`src/rtl/dvi_pixel_formatter_if.sv`:
```
// Pixel formatter port bundle: raster timing, RGB pixels, source select in; formatted DVI halves out.
// Pure signal container, no latency of its own.
// No backpressure: one pixel per clock, the raster source never stalls.
interface dvi_pixel_formatter_if #(
  parameter int COLOR_W = 8,
  parameter int DATA_W  = 12
);
  logic               hsync_in;
  logic               vsync_in;
  logic               de_in;
  logic [COLOR_W-1:0] red_in;
  logic [COLOR_W-1:0] green_in;
  logic [COLOR_W-1:0] blue_in;
  logic [1:0]         mode_in;
  logic [23:0]        solid_rgb;

  logic               HSYNC;
  logic               VSYNC;
  logic               DE;
  logic [DATA_W-1:0]  DVI_D0;
  logic [DATA_W-1:0]  DVI_D1;
  logic [1:0]         mode_active;
  logic [15:0]        frame_cnt;

  // Raster/pixel source side
  modport master (
    output hsync_in, vsync_in, de_in, red_in, green_in, blue_in, mode_in, solid_rgb,
    input  HSYNC, VSYNC, DE, DVI_D0, DVI_D1, mode_active, frame_cnt
  );

  // Formatter side
  modport slave (
    input  hsync_in, vsync_in, de_in, red_in, green_in, blue_in, mode_in, solid_rgb,
    output HSYNC, VSYNC, DE, DVI_D0, DVI_D1, mode_active, frame_cnt
  );
endinterface

```
`src/rtl/dvi_pixel_formatter.sv`:
```
// Expands RGB to 8 bpc, optionally substitutes a test source, formats data halves for the DVI DDR outputs.
// Latency: exactly PIPE cycles from all inputs to HSYNC/VSYNC/DE/DVI_D0/DVI_D1, all mutually aligned.
// No backpressure: streaming pixel path, one pixel accepted and produced every clock.
module dvi_pixel_formatter #(
  parameter int COLOR_W = 8,
  parameter int DATA_W  = 12,
  parameter int PIPE    = 2,
  parameter int BAR_W   = 80,
  parameter int HS_INV  = 0,
  parameter int VS_INV  = 0
) (
  input logic              clk,
  input logic              rst,
  dvi_pixel_formatter_if.slave bus
);

  // Stage 1 plus the pure delay stages; the output stage is separate
  localparam int DLY = PIPE - 1;
  localparam int CNT_W = (BAR_W > 1) ? $clog2(BAR_W) : 1;
  localparam logic [CNT_W-1:0] BAR_LAST = CNT_W'(BAR_W - 1);
  localparam logic [CNT_W-1:0] CNT_ONE  = 1;
  localparam logic HS_POL = (HS_INV != 0);
  localparam logic VS_POL = (VS_INV != 0);

  // MSB replication: output bit k repeats the input MSB-first, cycling through the channel
  function automatic logic [7:0] expand(input logic [COLOR_W-1:0] c);
    logic [7:0] res;
    res = '0;
    for (int k = 0; k < 8; k++) begin
      res[7-k] = c[COLOR_W-1-(k % COLOR_W)];
    end
    return res;
  endfunction

  logic [1:0]  mode_q;
  logic [15:0] frame_q;
  logic        vs_q;
  logic        vs_rise;

  assign vs_rise = bus.vsync_in & ~vs_q;

  // Mode and frame counter only change on a vsync rising edge, so sources switch between frames
  always_ff @(posedge clk) begin
    if (rst) begin
      vs_q    <= 1'b1;
      mode_q  <= 2'b00;
      frame_q <= 16'h0000;
    end else begin
      vs_q <= bus.vsync_in;
      if (vs_rise) begin
        mode_q  <= bus.mode_in;
        frame_q <= frame_q + 16'd1;
      end
    end
  end

  logic [CNT_W-1:0] bar_cnt;
  logic [2:0]       bar_idx;

  // Bar position within the line; any blank cycle restarts the line at bar 0
  always_ff @(posedge clk) begin
    if (rst || !bus.de_in) begin
      bar_cnt <= '0;
      bar_idx <= 3'd0;
    end else if (bar_cnt == BAR_LAST) begin
      bar_cnt <= '0;
      if (bar_idx != 3'd7) begin
        bar_idx <= bar_idx + 3'd1;
      end
    end else begin
      bar_cnt <= bar_cnt + CNT_ONE;
    end
  end

  logic [23:0] bar_rgb;
  logic [23:0] pix_sel;

  // Test-source colour and source selection for the pixel sampled this cycle
  always_comb begin
    bar_rgb = 24'h000000;
    case (bar_idx)
      3'd0:    bar_rgb = 24'hFFFFFF;
      3'd1:    bar_rgb = 24'hFFFF00;
      3'd2:    bar_rgb = 24'h00FFFF;
      3'd3:    bar_rgb = 24'h00FF00;
      3'd4:    bar_rgb = 24'hFF00FF;
      3'd5:    bar_rgb = 24'hFF0000;
      3'd6:    bar_rgb = 24'h0000FF;
      default: bar_rgb = 24'h000000;
    endcase
    pix_sel = 24'h000000;
    case (mode_q)
      2'b00:   pix_sel = {expand(bus.red_in), expand(bus.green_in), expand(bus.blue_in)};
      2'b01:   pix_sel = bar_rgb;
      2'b10:   pix_sel = bus.solid_rgb;
      default: pix_sel = 24'h000000;
    endcase
  end

  logic        hs_d  [DLY];
  logic        vs_d  [DLY];
  logic        de_d  [DLY];
  logic [23:0] pix_d [DLY];

  // Stage 1 captures sync and the selected pixel; later entries are plain delay
  always_ff @(posedge clk) begin
    if (rst) begin
      for (int i = 0; i < DLY; i++) begin
        hs_d[i]  <= 1'b1;
        vs_d[i]  <= 1'b1;
        de_d[i]  <= 1'b0;
        pix_d[i] <= 24'h000000;
      end
    end else begin
      hs_d[0]  <= bus.hsync_in;
      vs_d[0]  <= bus.vsync_in;
      de_d[0]  <= bus.de_in;
      pix_d[0] <= pix_sel;
      for (int i = 1; i < DLY; i++) begin
        hs_d[i]  <= hs_d[i-1];
        vs_d[i]  <= vs_d[i-1];
        de_d[i]  <= de_d[i-1];
        pix_d[i] <= pix_d[i-1];
      end
    end
  end

  logic [DATA_W-1:0] fmt_d0;
  logic [DATA_W-1:0] fmt_d1;

  if (DATA_W == 12) begin : g_mux12
    // Rising half carries R and upper G, falling half carries lower G and B
    assign fmt_d0 = pix_d[DLY-1][23:12];
    assign fmt_d1 = pix_d[DLY-1][11:0];
  end else begin : g_full24
    assign fmt_d0 = pix_d[DLY-1];
    assign fmt_d1 = pix_d[DLY-1];
  end

  logic              hs_o;
  logic              vs_o;
  logic              de_o;
  logic [DATA_W-1:0] d0_o;
  logic [DATA_W-1:0] d1_o;

  // Output stage: apply sync polarity, format and blank data outside active video
  always_ff @(posedge clk) begin
    if (rst) begin
      hs_o <= 1'b1 ^ HS_POL;
      vs_o <= 1'b1 ^ VS_POL;
      de_o <= 1'b0;
      d0_o <= '0;
      d1_o <= '0;
    end else begin
      hs_o <= hs_d[DLY-1] ^ HS_POL;
      vs_o <= vs_d[DLY-1] ^ VS_POL;
      de_o <= de_d[DLY-1];
      d0_o <= de_d[DLY-1] ? fmt_d0 : '0;
      d1_o <= de_d[DLY-1] ? fmt_d1 : '0;
    end
  end

  assign bus.HSYNC       = hs_o;
  assign bus.VSYNC       = vs_o;
  assign bus.DE          = de_o;
  assign bus.DVI_D0      = d0_o;
  assign bus.DVI_D1      = d1_o;
  assign bus.mode_active = mode_q;
  assign bus.frame_cnt   = frame_q;

endmodule
```
`src/flat_wrapper.sv`:
```
// flat-port wrapper written by rule: the top's interface ports become plain ports
module dvi_pixel_formatter_flat 
#(
  parameter int COLOR_W = 8,
  parameter int DATA_W  = 12,
  parameter int PIPE    = 2,
  parameter int BAR_W   = 80,
  parameter int HS_INV  = 0,
  parameter int VS_INV  = 0
)
  (clk, rst, bus_hsync_in, bus_vsync_in, bus_de_in, bus_red_in, bus_green_in, bus_blue_in, bus_mode_in, bus_solid_rgb, bus_HSYNC, bus_VSYNC, bus_DE, bus_DVI_D0, bus_DVI_D1, bus_mode_active, bus_frame_cnt);
  dvi_pixel_formatter_if #(.COLOR_W(COLOR_W), .DATA_W(DATA_W)) bus_i ();
  input logic clk;
  input logic rst;
  input wire logic [$bits(bus_i.hsync_in)-1:0] bus_hsync_in;
  input wire logic [$bits(bus_i.vsync_in)-1:0] bus_vsync_in;
  input wire logic [$bits(bus_i.de_in)-1:0] bus_de_in;
  input wire logic [$bits(bus_i.red_in)-1:0] bus_red_in;
  input wire logic [$bits(bus_i.green_in)-1:0] bus_green_in;
  input wire logic [$bits(bus_i.blue_in)-1:0] bus_blue_in;
  input wire logic [$bits(bus_i.mode_in)-1:0] bus_mode_in;
  input wire logic [$bits(bus_i.solid_rgb)-1:0] bus_solid_rgb;
  output wire logic [$bits(bus_i.HSYNC)-1:0] bus_HSYNC;
  output wire logic [$bits(bus_i.VSYNC)-1:0] bus_VSYNC;
  output wire logic [$bits(bus_i.DE)-1:0] bus_DE;
  output wire logic [$bits(bus_i.DVI_D0)-1:0] bus_DVI_D0;
  output wire logic [$bits(bus_i.DVI_D1)-1:0] bus_DVI_D1;
  output wire logic [$bits(bus_i.mode_active)-1:0] bus_mode_active;
  output wire logic [$bits(bus_i.frame_cnt)-1:0] bus_frame_cnt;
  assign bus_i.hsync_in = bus_hsync_in;
  assign bus_i.vsync_in = bus_vsync_in;
  assign bus_i.de_in = bus_de_in;
  assign bus_i.red_in = bus_red_in;
  assign bus_i.green_in = bus_green_in;
  assign bus_i.blue_in = bus_blue_in;
  assign bus_i.mode_in = bus_mode_in;
  assign bus_i.solid_rgb = bus_solid_rgb;
  assign bus_HSYNC = bus_i.HSYNC;
  assign bus_VSYNC = bus_i.VSYNC;
  assign bus_DE = bus_i.DE;
  assign bus_DVI_D0 = bus_i.DVI_D0;
  assign bus_DVI_D1 = bus_i.DVI_D1;
  assign bus_mode_active = bus_i.mode_active;
  assign bus_frame_cnt = bus_i.frame_cnt;
  dvi_pixel_formatter #(.COLOR_W(COLOR_W), .DATA_W(DATA_W), .PIPE(PIPE), .BAR_W(BAR_W), .HS_INV(HS_INV), .VS_INV(VS_INV)) u_core (.clk(clk), .rst(rst), .bus(bus_i));
endmodule
```
`config.mk`:
```
export PLATFORM = sky130hd
export DESIGN_NAME = dvi_pixel_formatter_flat
export DESIGN_NICKNAME = d
export VERILOG_FILES = /design/src/rtl/dvi_pixel_formatter_if.sv /design/src/rtl/dvi_pixel_formatter.sv /design/src/flat_wrapper.sv
export SDC_FILE = /design/constraint.sdc
export NUM_CORES = 1
export LEC_CHECK = 0
export BUFFER_PORTS_ARGS = -buffer_cell sky130_fd_sc_hd__buf_2
export CAP_MARGIN = 20
export CORE_ASPECT_RATIO = 0.75
export CORE_UTILIZATION = 50
export DETAILED_ROUTE_END_ITERATION = 8
export GPL_TIMING_DRIVEN = 0
export PLACE_DENSITY = 0.85
export REMOVE_ABC_BUFFERS = 1
export SLEW_MARGIN = 15
export SYNTH_ARGS = -nofsm -noshare
export SYNTH_HDL_FRONTEND = slang
export SYNTH_SLANG_ARGS = --single-unit
```
`constraint.sdc`:
```
create_clock -name clk -period 2.1 [get_ports clk]
set_input_delay 0 -clock clk [delete_from_list [all_inputs] [get_ports clk]]
set_output_delay 0 -clock clk [all_outputs]
set_load 0.005 [all_outputs]
```
==> results.md, run 1 <==
- CP Class: reg -> reg
- Core area: roughly 6000 um2
- Worst-Margin Slew: around 0.88 ns
- Fin Setup TNS: 0 ns
- FF-to-FF Start: u_core.bar_idx[0]
- Post-Place Setup Slack: -0.169 ns
- Top cells by area, synth: dfxtp_1, and2_1, mux2i_1
- Crit path largest cell delay: about 0.66 ns
- R2R depth: 5
- Layout cells sized above 1: 0.298
- Area leader, netlist: dfxtp_1
- Vias: around 2600
- Vias in the first global route: ~2500
- Num CTS Buffers: 9
- DR vias/cell: a little under 5
- CP Launch Point: u_core.bar_idx[0]
- DRC: 0
- R2R setup slack: 0.25 ns
- # diodes: 0
- Status: finished, final reports clean
- Endpoint class of the critical path: flip-flop
- Max-cap violation count: 0
- Non-Filler Instances: between 500 and 600
- Setup violations, final: 0
- Pin count of the biggest net entering global routing: 50
- Cell-internal power: 2.24 mW
- Drt total wl: 7080 um
- Slew HR: 0.416
- Grt ovf: 0
- Largest fanout on the critical path: 4
- Die span in x: 94.4 um
- Top_reg_cell synth: dfxtp_1
- CTS tree: yes
- FF+latch count, synth: slightly above 80
- Seq pwr share: 0.566
- DRT iter0 DRCs: 87
- Die area: ~6700 um2
- Nets: 507
- Combinational share of power: 0.080
- Most frequent cells after synthesis: dfxtp_1, nor2_1, and2_1
- Antenna violations before repair: 0
- Area share of the largest cell type after synthesis: 0.520
- Async SR Flop Fraction: 0
- Routed Antenna Nets: 0
- CP endpoint: u_core.bar_idx[1]
- Worst Path Arrival: between 2 and 2.5 ns
- IO Count: 100
- Most common cell in the synthesized netlist: dfxtp_1
- Power Density: about 700 nW/um2
- Synth warn: 0
- RSZ-0062 raised after global routing: no
- Required time of the worst setup path: between 2 and 2.5 ns
- Pwr Total: around 2.9 mW
- First-pass GRT wire length: between 10000 and 15000 um
- Clk slew on worst S/H paths: approximately 0.080 ns
- Sequential area share after synthesis: 0.520
- H-tree Lvls: 3
- CP Launch Type: flip-flop
- Post-CTS setup buffers: 0
- Post-Syn Area: 3200 um2
- Crit-path most repeated cell: ha_1
- Cell row count: 24
- Clock Skew: 0.00983 ns
- HPWL after detailed placement: about 4500 um
- Final worst-path cycle share: 0.882
- Die Height: 71.3 um
- Clock Tree Buf Depth: 2
- CTS sink cnt: between 80 and 90
- Crit path max-delay family: simple AND/OR/NAND/NOR gates
- WP buf/inv: 0
- Area grow syn2layout: 30.7%
- Clk root buf: clkbuf_8
- FF-to-FF End: u_core.bar_idx[1]
- Peak VDD IR: around 0.00043 V
- EDFF count, synth: 0
- Period minus WS final: roughly 1.9 ns
- Static Leakage: 1.87 nW
- Sw power: between 600 and 700 uW
- Syn Inst Count: between 300 and 400
- Initial DRT Pass Iterations: 4
- Slowest-stage cell, CP: nor4_1
- Hold Vio Cnt, Final: 0
- Distinct cells, synth: 35
- Final instance area: approximately 4200 um2
- Fillers: between 400 and 500
- Syn avg cell area: 9.84 um2
- CP cell instances: ha_1 -> ha_1 -> nor4_1 -> mux2i_1 -> nor2_1
- Placed Area: around 3700 um2
- Port Buffers: 99
- Max Freq: 540 MHz
- GPL Wtd Cong: 0.806
- Slew Limit Fails: 0
- Clock power share: 0.354
- Initial Util: 0.535
- Switching portion of total power: 0.236
- Global-route usage over all layers: 0.222
- Post-route setup slack: between 0.2 and 0.25 ns
- Worst skew pair latency: approximately 0.35 ns
- Wirelength per Cell: around 13 um
- Inst Count DP: between 400 and 500
- Path length in cells of the critical path: 5
- Hold crit path type: in -> reg
how the worst min path moves through the flow:
stage | from | to | slack, ns | depth (start not counted)
final | bus_de_in | u_core.de_d[0] | 0.03 | 3
after detailed placement | bus_hsync_in | u_core.hs_d[0] | 0.19 | 2
after global placement | bus_hsync_in | u_core.hs_d[0] | 0.18 | 2
after CTS | bus_de_in | u_core.de_d[0] | 0.02 | 3
after floorplan | rst | u_core.bus.frame_cnt[13] | 0.07 | 1
after global routing | bus_de_in | u_core.de_d[0] | 0.05 | 3
placed cells by master (no fill, tap or decap), types with 2 or more instances in the layout:
master,instances
nor2b_1,13
nor2_1,26
dfxtp_1,81
o21ai_0,3
nand2b_1,18
ha_1,8
o31ai_1,3
mux2i_1,12
clkinvlp_4,2
nand3_1,6
nor4_1,2
and2_1,25
a21oi_1,20
and4b_1,2
xnor2_1,5
dfxtp_2,2
clkbuf_8,10
inv_6,2
o21bai_1,8
dlygate4sd3_1,28
or4_1,2
or2_2,13
inv_1,6
xor2_1,12
and4_1,2
nand2_1,11
nor3_1,2
buf_2,99
nand4_1,7
a221oi_1,8
power groups by stage:
stage          sequential (mW)  clock (mW)  combinational [mW]
2_1_floorplan             1.69           0              0.0942
3_3_place_gp              1.69           0               0.185
3_5_place_dp              1.69           0               0.191
4_1_cts                   1.66        1.07               0.231
5_1_grt                   1.66        1.14               0.260
6_report                  1.66        1.04               0.234
registers in the layout, indices dropped and copies added, names as in the netlist, 2 cells and up:
register,flops
u_core.bus.mode_active,2
u_core.bus.DVI_D0,12
u_core.bus.DVI_D1,12
u_core.pix_d,24
u_core.bar_idx,3
u_core.bus.frame_cnt,16
u_core.bar_cnt,7
metal layers:
metal	part of all wire	track usage	routed length, um	up-vias
met5	0	0	0	-
met4	0.0038	0.0547	27	0
met3	0.066	0.0849	467	2
met2	0.49	0.384	3470	78
met1	0.44	0.258	3120	1212
li1	-	-	-	1328
worst register-to-register path, stage by stage, from the launching register on:
cell	delay, ns
dfxtp_1	0.36
ha_1	0.23
ha_1	0.19
nor4_1	0.66
mux2i_1	0.26
nor2_1	0.05
through the flow:
step                 util  hold slack, ns
floorplan               -          0.0691
global placement    0.621           0.182
detailed placement  0.621           0.185
CTS                 0.699          0.0168
global route        0.700          0.0465
finish              0.700          0.0276
final cells by class:
type,count,area [um2],area share
clock inverters,6,46.3,0.0111
flip-flops and latches,83,1660,0.398
inverters,6,22.5,0.00539
repair buffers,127,776,0.186
well taps,78,97.6,0.0233
clock buffers,10,138,0.0329
multi-input cells,217,1440,0.344
kinds of logic after synthesis:
family / Yosys count / share of synthesized area
adders and majority gates: 8 / 0.0313
and+or+nand+nor: 137 / 0.246
AOI/OAI and AO/OA: 43 / 0.0861
xor gates and xnor gates: 17 / 0.0466
muxes: 12 / 0.0376
buffers and inverters: 25 / 0.0329
DFF: 83 / 0.520
timing repair:
item / CTS / global route
setup endpoints to repair: 14 / 8
pin swaps: 0 / 0
hold buffers: 28 / 0
resized for setup: 2 / 1
endpoints found under the hold margin: 21 / 0
Power figures use the tool's default switching activity.
==> inputs of run 2 (changes only) <==
- ABC_AREA: default -> 1
- CORE_UTILIZATION: 50 -> 51
- PLACE_DENSITY: 0.85 -> 0.86
==> results.md, run 2 <==
- Pin count of the biggest net entering global routing: 50
- GPL Wtd Cong: ~0.86
- Max Freq: 521 MHz
- Crit path max-delay family: flip-flops
- CP Class: reg -> reg
- WP buf/inv: 1
- Largest fanout on the critical path: 26
- Period minus WS final: 1.92 ns
- Sequential area share after synthesis: 0.506
- CP Launch Point: u_core.bus.mode_active[1]
- Static Leakage: 2.02 nW
- Top reg by flops: u_core.pix_d
- Die Height: 71.5 um
- Clk root buf: clkbuf_8
- Endpoint class of the critical path: flip-flop
- Area leader, netlist: dfxtp_1
- Initial DRT Pass Iterations: 4
- Post-Place Setup Slack: -0.178 ns
- Drt total wl: approximately 8400 um
- Inst Count DP: 570
- R2R setup slack: around 0.18 ns
- FF+latch count, synth: 83
- Hold crit path type: in -> reg
- Routed Antenna Nets: 0
- CTS sink cnt: 83
- Worst hold slack: around 0.012 ns
- Most frequent cells after synthesis: dfxtp_1, nor2_1, inv_1
- RSZ-0062 raised after global routing: no
- HPWL after detailed placement: 5160 um
- Placed Area: about 3800 um2
- Slew HR: 0.394
- Setup violations, final: 0
- Final instance area: between 4000 and 5000 um2
- Pwr Total: ~3 mW
- Wirelength per Cell: around 13 um
- Initial Util: 0.547
- Peak VDD IR: 0.000392 V
- Post-Syn Area: 3290 um2
- Die span in x: between 90 and 100 um
- Final worst-path cycle share: 0.915
- IO Count: 100
- Slew Limit Fails: 0
- Top_reg_cell synth: dfxtp_1
- Max-cap violation count: 0
- Clock Skew: just over 0.007 ns
- DRT iter0 DRCs: approximately 180
- H-tree Lvls: 3
- Most frequent cells in the layout: buf_2, dfxtp_1, nor2_1
- Vias: about 3100
- Post-route setup slack: roughly 0.18 ns
- WHS Endpoint: u_core.pix_d[0][8]
- Syn Inst Count: about 410
- CP cell instances: clkinv_2 -> nand2_2 -> nor2_2 -> a31oi_1 -> a21oi_1
- Async SR Flop Fraction: 0
- Hold Vio Cnt, Final: 0
- Crit path largest cell delay: slightly below 0.7 ns
- Syn avg cell area: between 8 and 9 um2
- Status: finished, final reports clean
- FF-to-FF Start: u_core.bus.mode_active[1]
- EDFF count, synth: 0
- Area share of the largest cell type after synthesis: 0.506
- FF-to-FF End: u_core.pix_d[0][2]
- Die area: about 6800 um2
- CP Launch Type: flip-flop
- Global-route usage over all layers: 0.264
- Layout cells sized above 1: 0.269
- Worst Hold Depth: 5
- Max FFs per register: 24
- Commonest non-fill, non-tap cell in the layout: buf_2
- Port Buffers: 99
- Final core utilization: 0.726
- Min-delay src: bus_green_in[0]
- # diodes: 0
- Num CTS Buffers: 9
- Fin Setup TNS: 0 ns
- Nets: a little over 600
- CTS tree: yes
- Required time of the worst setup path: between 2 and 2.5 ns
- Grt ovf: 0
- Distinct cells, synth: 31
- Non-Filler Instances: 625
- Slowest-stage cell, CP: dfxtp_2
- DRC: 0
- Antenna violations before repair: 0
- DR vias/cell: 5.03
- Synth warn: 0
- Top cells by area, synth: dfxtp_1, nor2_1, nand3_1
- Clock Tree Buf Depth: 2
- Core area: roughly 6000 um2
- Area grow syn2layout: 32.7%
- Worst-Margin Slew: 0.907 ns
- Power Density: ~700 nW/um2
- Clk slew on worst S/H paths: 0.08 ns
- Worst Path Arrival: 2.13 ns
- First-pass GRT wire length: 13700 um
- Most common cell in the synthesized netlist: dfxtp_1
- R2R depth: 5
- Worst skew pair latency: 0.35 ns
- Vias in the first global route: approximately 3000
- Cell row count: 24
==> run 2: repair_timing <==
item / in CTS / in global routing
setup buffers: 0 / 0
hold buffers: 39 / 0
gates resized for setup: 1 / 0
setup endpoints to repair: 24 / 0
hold endpoints to repair: 24 / 0
==> run 2: layer usage <==
metal / global-route usage / vias up / part of all wire
li1: - / 1569 / -
met1: 0.306 / 1432 / 0.42
met2: 0.437 / 111 / 0.49
met3: 0.0870 / 31 / 0.055
met4: 0.131 / 0 / 0.033
met5: 0 / - / 0
==> run 2: logic make-up after synthesis <==
| group | Yosys count | synth area share |
|---|---|---|
| flip-flops | 83 | 0.506 |
| XOR/XNOR | 3 | 0.00800 |
| adder cells (fa/ha/maj) | 8 | 0.0305 |
| AO/OA/AOI/OAI | 56 | 0.0956 |
| buffers and inverters | 78 | 0.0982 |
| AND/OR/NAND/NOR | 181 | 0.262 |
==> run 2: cell type report <==
| class | count | area, um2 |
|---|---|---|
| Tap cell | 78 | 97.6 |
| Sequential cell | 83 | 1660 |
| Clock inverter | 7 | 55.1 |
| Inverter | 62 | 234 |
| Clock buffer | 9 | 124 |
| Timing Repair Buffer | 138 | 886 |
| Multi-Input combinational cell | 248 | 1300 |
| Fill cell | 451 | 1650 |
==> run 2: report_power, final <==
| part | switching, mW | total, mW | leakage [nW] | internal (mW) |
|---|---|---|---|---|
| clock | 0.574 | 1.01 | 0.0854 | 0.434 |
| combinational | 0.155 | 0.307 | 1.26 | 0.152 |
| sequential | 0.0310 | 1.67 | 0.679 | 1.64 |
==> run 2: worst max path at each step <==
stage                                     end  slack, ns  depth (start not counted)
final                      u_core.pix_d[0][2]       0.18                          5
after CTS                  u_core.pix_d[0][7]       0.24                          5
after global routing      u_core.pix_d[0][12]       0.07                          5
after global placement     u_core.pix_d[0][7]      -0.07                          5
after detailed placement   u_core.pix_d[0][7]      -0.18                          5
after floorplan            u_core.pix_d[0][0]       0.41                          5
==> run 2: worst reg2reg max path, delay by kind of cell, from the launching register on <==
family	cells	cell delay [ns]
simple gates	2	0.33
compound gates	2	0.28
flops	1	0.69
buf+inv	1	0.49
